### config.mk
export PLATFORM = sky130hd
export DESIGN_NAME = vu_bar_renderer
export DESIGN_NICKNAME = d
export VERILOG_FILES = /design/src/rtl/vu_bar_renderer_pkg.sv /design/src/rtl/vu_bar_renderer_peak.sv /design/src/rtl/vu_bar_renderer.sv
export SDC_FILE = /design/constraint.sdc
export NUM_CORES = 1
export LEC_CHECK = 0
export ABC_AREA = 1
export BUFFER_PORTS_ARGS = -buffer_cell sky130_fd_sc_hd__buf_2
export CELL_PAD_IN_SITES_DETAIL_PLACEMENT = 0
export CELL_PAD_IN_SITES_GLOBAL_PLACEMENT = 1
export CORE_MARGIN = 2
export CORE_UTILIZATION = 40
export CTS_CLUSTER_SIZE = 14
export DETAILED_ROUTE_END_ITERATION = 10
export PLACE_DENSITY = 0.83
export SLEW_MARGIN = 10
export SYNTH_ARGS = -nofsm -noshare
export SYNTH_HDL_FRONTEND = slang
export SYNTH_SLANG_ARGS = --single-unit
### constraint.sdc
create_clock -name pixel_clock -period 1.9 [get_ports pixel_clock]
set_input_delay 0.095 -clock pixel_clock [delete_from_list [all_inputs] [get_ports pixel_clock]]
set_output_delay 0.095 -clock pixel_clock [all_outputs]
set_load 0.005 [all_outputs]
### src/rtl/vu_bar_renderer_pkg.sv
// Shared definitions for the VU meter display path: 3/3/2 colour
// constants, 640x480 timing numbers and the segment colour zone helper.
package vu_bar_renderer_pkg;

   // 8-bit RGB packed as {red[2:0], green[2:0], blue[1:0]}
   localparam logic [7:0] BLACK  = 8'b000_000_00;
   localparam logic [7:0] DIM    = 8'b000_001_00;
   localparam logic [7:0] GREEN  = 8'b000_111_00;
   localparam logic [7:0] YELLOW = 8'b111_111_00;
   localparam logic [7:0] RED    = 8'b111_000_00;
   localparam logic [7:0] WHITE  = 8'b111_111_11;

   // 640x480@60 timing, shared with the VGA timing generator
   localparam int H_ACTIVE = 640;
   localparam int H_FP     = 16;
   localparam int H_SYNC   = 96;
   localparam int H_BP     = 48;
   localparam int H_TOTAL  = H_ACTIVE + H_FP + H_SYNC + H_BP;
   localparam int V_ACTIVE = 480;
   localparam int V_FP     = 10;
   localparam int V_SYNC   = 2;
   localparam int V_BP     = 33;
   localparam int V_TOTAL  = V_ACTIVE + V_FP + V_SYNC + V_BP;

   typedef enum logic [1:0] {
      ZONE_GREEN  = 2'd0,
      ZONE_YELLOW = 2'd1,
      ZONE_RED    = 2'd2
   } zone_e;

   // Colour zone of a segment index given the green/yellow boundaries
   function automatic zone_e zone_of(input logic [9:0] idx,
                                     input int grn_end,
                                     input int yel_end);
      zone_e z;
      if (idx < 10'(grn_end))
         z = ZONE_GREEN;
      else if (idx < 10'(yel_end))
         z = ZONE_YELLOW;
      else
         z = ZONE_RED;
      return z;
   endfunction

   // Lit colour for a zone
   function automatic logic [7:0] zone_colour(input zone_e z);
      logic [7:0] c;
      case (z)
         ZONE_GREEN:  c = GREEN;
         ZONE_YELLOW: c = YELLOW;
         default:     c = RED;
      endcase
      return c;
   endfunction

endpackage

### src/rtl/vu_bar_renderer_peak.sv
// Level bookkeeping for the VU bar: captures the incoming level, latches
// the displayed level at frame start and runs the peak-hold/decay marker.
module vu_peak_hold
   import vu_bar_renderer_pkg::*;
#(
   parameter int N_SEG     = 32,
   parameter int PEAK_HOLD = 60,
   parameter int DECAY_DIV = 4,
   parameter int LVL_W     = 6,
   parameter int CNT_W     = $clog2(N_SEG + 1)
) (
   input  logic             pixel_clock,
   input  logic             reset,
   input  logic [LVL_W-1:0] level,
   input  logic             level_valid,
   input  logic             frame_start,
   output logic [CNT_W-1:0] shown,
   output logic [CNT_W-1:0] peak
);

   localparam int HOLD_W = $clog2(PEAK_HOLD + 1);
   localparam int DEC_W  = (DECAY_DIV > 1) ? $clog2(DECAY_DIV) : 1;

   logic [CNT_W-1:0]  pending_q, pending_d;
   logic [CNT_W-1:0]  shown_q, shown_d;
   logic [CNT_W-1:0]  peak_q, peak_d;
   logic [HOLD_W-1:0] hold_cnt_q, hold_cnt_d;
   logic [DEC_W-1:0]  decay_cnt_q, decay_cnt_d;

   logic [CNT_W-1:0]  level_sat;
   logic [CNT_W-1:0]  new_lvl;
   logic [CNT_W-1:0]  peak_dec;

   // Saturate the raw level to the number of segments
   always_comb begin
      if (32'(level) > N_SEG)
         level_sat = CNT_W'(N_SEG);
      else
         level_sat = CNT_W'(level);
   end

   // A strobe coinciding with frame start wins over the older pending value
   assign new_lvl  = level_valid ? level_sat : pending_q;
   assign peak_dec = peak_q - 1'b1;

   // Next-state logic: capture, frame-synchronous level/peak update
   always_comb begin
      pending_d   = pending_q;
      shown_d     = shown_q;
      peak_d      = peak_q;
      hold_cnt_d  = hold_cnt_q;
      decay_cnt_d = decay_cnt_q;
      if (level_valid)
         pending_d = level_sat;
      if (frame_start) begin
         shown_d = new_lvl;
         if (new_lvl >= peak_q) begin
            peak_d      = new_lvl;
            hold_cnt_d  = HOLD_W'(PEAK_HOLD);
            decay_cnt_d = '0;
         end else if (hold_cnt_q != '0) begin
            hold_cnt_d = hold_cnt_q - 1'b1;
         end else if (decay_cnt_q == DEC_W'(DECAY_DIV - 1)) begin
            // Peak is above new_lvl here, so peak_dec cannot wrap
            decay_cnt_d = '0;
            peak_d      = (peak_dec < new_lvl) ? new_lvl : peak_dec;
         end else begin
            decay_cnt_d = decay_cnt_q + 1'b1;
         end
      end
   end

   // State registers
   always_ff @(posedge pixel_clock or posedge reset) begin
      if (reset) begin
         pending_q   <= '0;
         shown_q     <= '0;
         peak_q      <= '0;
         hold_cnt_q  <= '0;
         decay_cnt_q <= '0;
      end else begin
         pending_q   <= pending_d;
         shown_q     <= shown_d;
         peak_q      <= peak_d;
         hold_cnt_q  <= hold_cnt_d;
         decay_cnt_q <= decay_cnt_d;
      end
   end

   assign shown = shown_q;
   assign peak  = peak_q;

endmodule

### src/rtl/vu_bar_renderer.sv
// Pixel-colour source for the VU meter: one segmented horizontal bar with
// a peak marker, two-stage pipeline with syncs realigned to match.
module vu_bar_renderer
   import vu_bar_renderer_pkg::*;
#(
   parameter int N_SEG     = 32,
   parameter int SEG_W     = 20,
   parameter int GAP_W     = 4,
   parameter int BAR_TOP   = 200,
   parameter int BAR_BOT   = 280,
   parameter int GRN_END   = 20,
   parameter int YEL_END   = 26,
   parameter int PEAK_HOLD = 60,
   parameter int DECAY_DIV = 4,
   parameter int LVL_W     = 6
) (
   input  logic             pixel_clock,
   input  logic             reset,
   input  logic [9:0]       v_count,
   input  logic             active,
   input  logic             frame_start,
   input  logic             h_sync_in,
   input  logic             v_sync_in,
   input  logic [LVL_W-1:0] level,
   input  logic             level_valid,
   output logic             h_sync,
   output logic             v_sync,
   output logic [2:0]       red,
   output logic [2:0]       green,
   output logic [1:0]       blue
);

   localparam int IDX_W = 10;
   localparam int POS_W = $clog2(SEG_W + 1);
   localparam int CNT_W = $clog2(N_SEG + 1);

   logic [CNT_W-1:0] shown_w;
   logic [CNT_W-1:0] peak_w;

   vu_peak_hold #(
      .N_SEG     (N_SEG),
      .PEAK_HOLD (PEAK_HOLD),
      .DECAY_DIV (DECAY_DIV),
      .LVL_W     (LVL_W),
      .CNT_W     (CNT_W)
   ) u_peak (
      .pixel_clock (pixel_clock),
      .reset       (reset),
      .level       (level),
      .level_valid (level_valid),
      .frame_start (frame_start),
      .shown       (shown_w),
      .peak        (peak_w)
   );

   // Stage 0: segment counters describing the pixel on the inputs
   logic [IDX_W-1:0] seg_idx_q, seg_idx_d;
   logic [POS_W-1:0] seg_pos_q, seg_pos_d;

   // Stage 1 registers
   logic  lit_q, lit_d;
   logic  is_peak_q, is_peak_d;
   logic  in_bar_q, in_bar_d;
   zone_e zone_q, zone_d;
   logic  hs1_q, vs1_q;

   // Stage 2 registers
   logic [7:0] rgb_q, rgb_d;
   logic       hs2_q, vs2_q;

   // Segment counters advance across active pixels and park at 0 in blanking
   always_comb begin
      seg_idx_d = '0;
      seg_pos_d = '0;
      if (active) begin
         if (seg_pos_q == POS_W'(SEG_W - 1)) begin
            seg_pos_d = '0;
            seg_idx_d = seg_idx_q + 1'b1;
         end else begin
            seg_pos_d = seg_pos_q + 1'b1;
            seg_idx_d = seg_idx_q;
         end
      end
   end

   // Stage 1 decode: which segment, lit or not, peak marker, bar window
   always_comb begin
      lit_d     = seg_idx_q < IDX_W'(shown_w);
      is_peak_d = (peak_w != '0) && (seg_idx_q == IDX_W'(peak_w) - 1'b1);
      in_bar_d  = active
                  && (v_count >= 10'(BAR_TOP))
                  && (v_count <  10'(BAR_BOT))
                  && (seg_idx_q < IDX_W'(N_SEG))
                  && (seg_pos_q < POS_W'(SEG_W - GAP_W));
      zone_d    = zone_of(seg_idx_q, GRN_END, YEL_END);
   end

   // Stage 2 colour selection in priority order
   always_comb begin
      rgb_d = BLACK;
      if (!in_bar_q)
         rgb_d = BLACK;
      else if (is_peak_q)
         rgb_d = WHITE;
      else if (lit_q)
         rgb_d = zone_colour(zone_q);
      else
         rgb_d = DIM;
   end

   // Pipeline and counter registers
   always_ff @(posedge pixel_clock or posedge reset) begin
      if (reset) begin
         seg_idx_q <= '0;
         seg_pos_q <= '0;
         lit_q     <= 1'b0;
         is_peak_q <= 1'b0;
         in_bar_q  <= 1'b0;
         zone_q    <= ZONE_GREEN;
         hs1_q     <= 1'b0;
         vs1_q     <= 1'b0;
         rgb_q     <= BLACK;
         hs2_q     <= 1'b0;
         vs2_q     <= 1'b0;
      end else begin
         seg_idx_q <= seg_idx_d;
         seg_pos_q <= seg_pos_d;
         lit_q     <= lit_d;
         is_peak_q <= is_peak_d;
         in_bar_q  <= in_bar_d;
         zone_q    <= zone_d;
         hs1_q     <= h_sync_in;
         vs1_q     <= v_sync_in;
         rgb_q     <= rgb_d;
         hs2_q     <= hs1_q;
         vs2_q     <= vs1_q;
      end
   end

   assign red    = rgb_q[7:5];
   assign green  = rgb_q[4:2];
   assign blue   = rgb_q[1:0];
   assign h_sync = hs2_q;
   assign v_sync = vs2_q;

endmodule
==> metrics.csv <==
stage,metric,value,unit
run_status,run_status,finished with violations,
run_status,violations,negative setup slack,
yosys,synth_edf_count,0,
timing,period_share,1.04,
power,p_sw_frac,0.442,
global_routing,grt_usage,0.166,
finish,antenna_cells,0,
critical_path,rr_endpoint,u_peak.peak[2],
critical_path,worstPathRequired,2.16,ns
yosys,ys_types,37,
die,core,0.00777,sq mm
yosys,synth_top_area_cell,dfrtp_1,
timing,worst_pin_slew,0.543,ns
die,die_area,0.00880,sq mm
global_routing,grt_max_degree,31,
placed_design,io_buffers,29,
placed_design,hpwl,5000,um
critical_path,worst-path-max-fanout,7,
timing,min_period,1.97,ns
die,io_pins,33,
yosys,ys_top_cells_by_area,"dfrtp_1 42%, nand2_1 13%, ha_1 8.9%",
routing,routed-wl-met3,166,um
yosys,synthFlopType,dfrtp_1,
power,p_seq_frac,0.259,
critical_path,ff2ff_path_depth,15,
yosys,ys_warn_count,0,
placed_design,dp_slack,-0.0668,ns
yosys,synthArstFlopShare,1.00,
timing,finalSetupTns,-0.228,ns
timing,setup-violations-final,6,
routing,wl,6870,um
hold_path,hold_path.class,in2reg,
critical_path,cp-end-kind,flop,
yosys,ys_seq_elements,54,
routing,firstDrtPassIters,4,
finish,fillerInstances,763,
finish,multi_input_area,0.00181,sq mm
critical_path,arrival,2.23,ns
global_routing,grt_pass1_wl,11800,um
global_routing,first_global_vias,2649,
cts,cts_root_buf,clkbuf_8,
cts,cts_buffer_depth,2,
hold_path,hold_end,in_bar_q,
critical_path,r2r_slack,-0.07,ns
yosys,postSynthCellCount,407,
die,fp.dieW,93.8,um
cts,cts.htree.levels,2,
timing,hold_viol,0,
yosys,syn-cell-area,0.00323,sq mm
timing,setup_ws,-0.0691,ns
critical_path,cp-start-kind,flop,
cts,insertion_delay,0.31,ns
finish,syn2layout_area_growth,26.6,%
power,combPwrFrac,0.622,
routing,drt-wirelength-per-cell,12.0,um
hold_path,min_path_cells,4,
power,p_per_area,1390,mW/mm^2
yosys,yosysSeqAreaShare,0.419,
cts,cts.sinks,54,
finish,regArea,0.00135,sq mm
finish,drive_above_1_share,0.289,
power,p_sw,2.51,mW
finish,fin_nets,516,
cts,cts_buffers,5,
yosys,synth_fp_nets,453,
yosys,syn_avg_cell_area,7.93,sq um
routing,dr.first_iter.drc_count,133,
critical_path,rr_startpoint,u_peak.peak[2],
power,internal-power,3.17,mW
placed_design,place_congestion,0.879,
routing,top_layer,met4,
yosys,synth_top_area_frac,0.419,
cts,cts.clk_slew.worst_paths,0.11,ns
critical_path,setup.worst_path.class,reg2reg,
timing,rsz0062_at_grt,true,
routing,vias,2718,
timing,relSlewSlack,0.638,
die,rows,32,
power,p_clk_frac,0.119,
routing,wl_met2,3360,um
hold_path,min-delay-start,v_count[5],
die,die_h,93.8,um
power,ir_drop,0.000613,V
routing,vias_per_cell,4.74,
cts,cts_tree,built,
timing,finClkSkew,0.00897,ns
global_routing,antenna_found_initial,0,
timing,fmax,0.508,GHz
routing,drtAntennaViolNets,0,
global_routing,overflow,0,
routing,route.detailed.drc,0,
die,start_util,0.415,
routing,wl_met1,3290,um
power,p_leak,2.10,nW
flow_run,maxCapViolations,0,
timing,drv_slew,0,
[layout make-up]
type                            instances  area share
Timing Repair Buffer                   65       0.112
Inverter                               63      0.0603
Sequential cell                        54       0.331
Clock buffer                            5      0.0168
Clock inverter                          3     0.00643
Multi-Input combinational cell        281       0.442
Tap cell                              102      0.0312
[flip-flops by register name, indices dropped and copies added (netlist names), 2 cells and up]
signal              count
seg_idx_q              10
u_peak.hold_cnt_q       6
u_peak.peak             6
u_peak.pending_q        6
u_peak.shown            6
seg_pos_q               5
rgb_q                   4
u_peak.decay_cnt_q      2
zone_q                  2
[per-layer routing]
metal	GRT usage	vias up
met5	0	-
met4	0.0399	0
met2	0.281	32
li1	-	1405
met1	0.222	1277
met3	0.0273	4
[layout by cell type, fill, tap and decap left out, types with 3 or more instances in the layout]
cell type,count
nand2_2,18
a21oi_1,10
nand3_2,6
inv_2,10
nand2_1,96
nand2_4,6
dlygate4sd3_1,4
buf_4,28
buf_2,29
ha_1,18
o211ai_1,4
nor3_1,8
ha_4,5
nand3_1,18
inv_1,51
nand4_1,4
o21ai_1,6
o21ai_0,17
nor2_4,3
clkbuf_8,5
nor2_2,3
xor2_1,8
clkinv_4,3
dfrtp_1,53
nor2_1,30
[synth_stat cells (2+ instances only)]
library cell and n:
a21oi_1 11, buf_2 2, buf_4 5, dfrtp_1 54
ha_1 23, inv_1 59, inv_2 3, nand2_1 113
nand2_2 5, nand2_4 3, nand3_1 24, nand4_1 4
nor2_1 35, nor3_1 8, o211ai_1 4, o21ai_0 19
o21ai_1 5, o21bai_1 2, xor2_1 10
[worst max path at each step]
stage,startpoint,to,cells past startpoint
6_report,u_peak.peak[2],u_peak.peak[2],15
5_1_grt,u_peak.peak[3],u_peak.peak[0],14
4_1_cts,u_peak.peak[2],u_peak.peak[2],15
3_5_place_dp,u_peak.peak[3],u_peak.peak[3],15
3_3_place_gp,u_peak.peak[1],u_peak.peak[2],15
2_1_floorplan,u_peak.peak[2],u_peak.peak[2],15
[power by group through the flow]
stage | combinational, mW | sequential [mW] | clock [mW]
2_1_floorplan | 1.81 | 1.47 | 0
3_3_place_gp | 2.61 | 1.48 | 0
3_5_place_dp | 2.65 | 1.48 | 0
4_1_cts | 3.00 | 1.46 | 0.708
5_1_grt | 3.94 | 1.50 | 0.757
6_report | 3.53 | 1.47 | 0.675
[critical path, cell delays in order, from the launching register on]
cell and delay [ns]:
dfrtp_2 0.46, nor2_2 0.12, nand3_2 0.09, xor2_2 0.17
inv_2 0.07, ha_4 0.28, nand2_4 0.06, nor2_4 0.11
nand2_4 0.07, nand3_4 0.14, nand2_1 0.07, nand2_1 0.06
nand2_1 0.04, nand2_1 0.05, nand2_1 0.04, nand2_1 0.07
[stage by stage]
| step | util | hold slack, ns | power [mW] | instance area (sq um) | instances |
|---|---|---|---|---|---|
| floorplan | - | 0.126 | 3.28 | 3270 | 407 |
| global placement | 0.476 | 0.169 | 4.08 | 3700 | 554 |
| detailed placement | 0.476 | 0.174 | 4.13 | 3700 | 554 |
| CTS | 0.504 | 0.0424 | 5.17 | 3910 | 568 |
| global route | 0.526 | 0.0518 | 6.20 | 4090 | 573 |
| finish | 0.526 | 0.0475 | 5.68 | 4090 | 573 |
[kinds of logic (layout without fill, tap and decap cells)]
group,after synthesis,in the layout,synth area share
and+or+nand+nor,201,201,0.287
buffers and inverters,72,136,0.0931
DFF,54,54,0.419
AOI/OAI and AO/OA,46,46,0.0822
adders and majority gates,23,23,0.0892
xor gates and xnor gates,11,11,0.0299
[timing repair]
action,in CTS,in global routing
endpoints found under the setup margin,13,14
hold buffers,4,0
pin swaps,11,13
buffers inserted,2,5
hold endpoints to repair,27,0
gates resized for setup,19,34
Note: power is estimated with default switching activity, not from simulation.
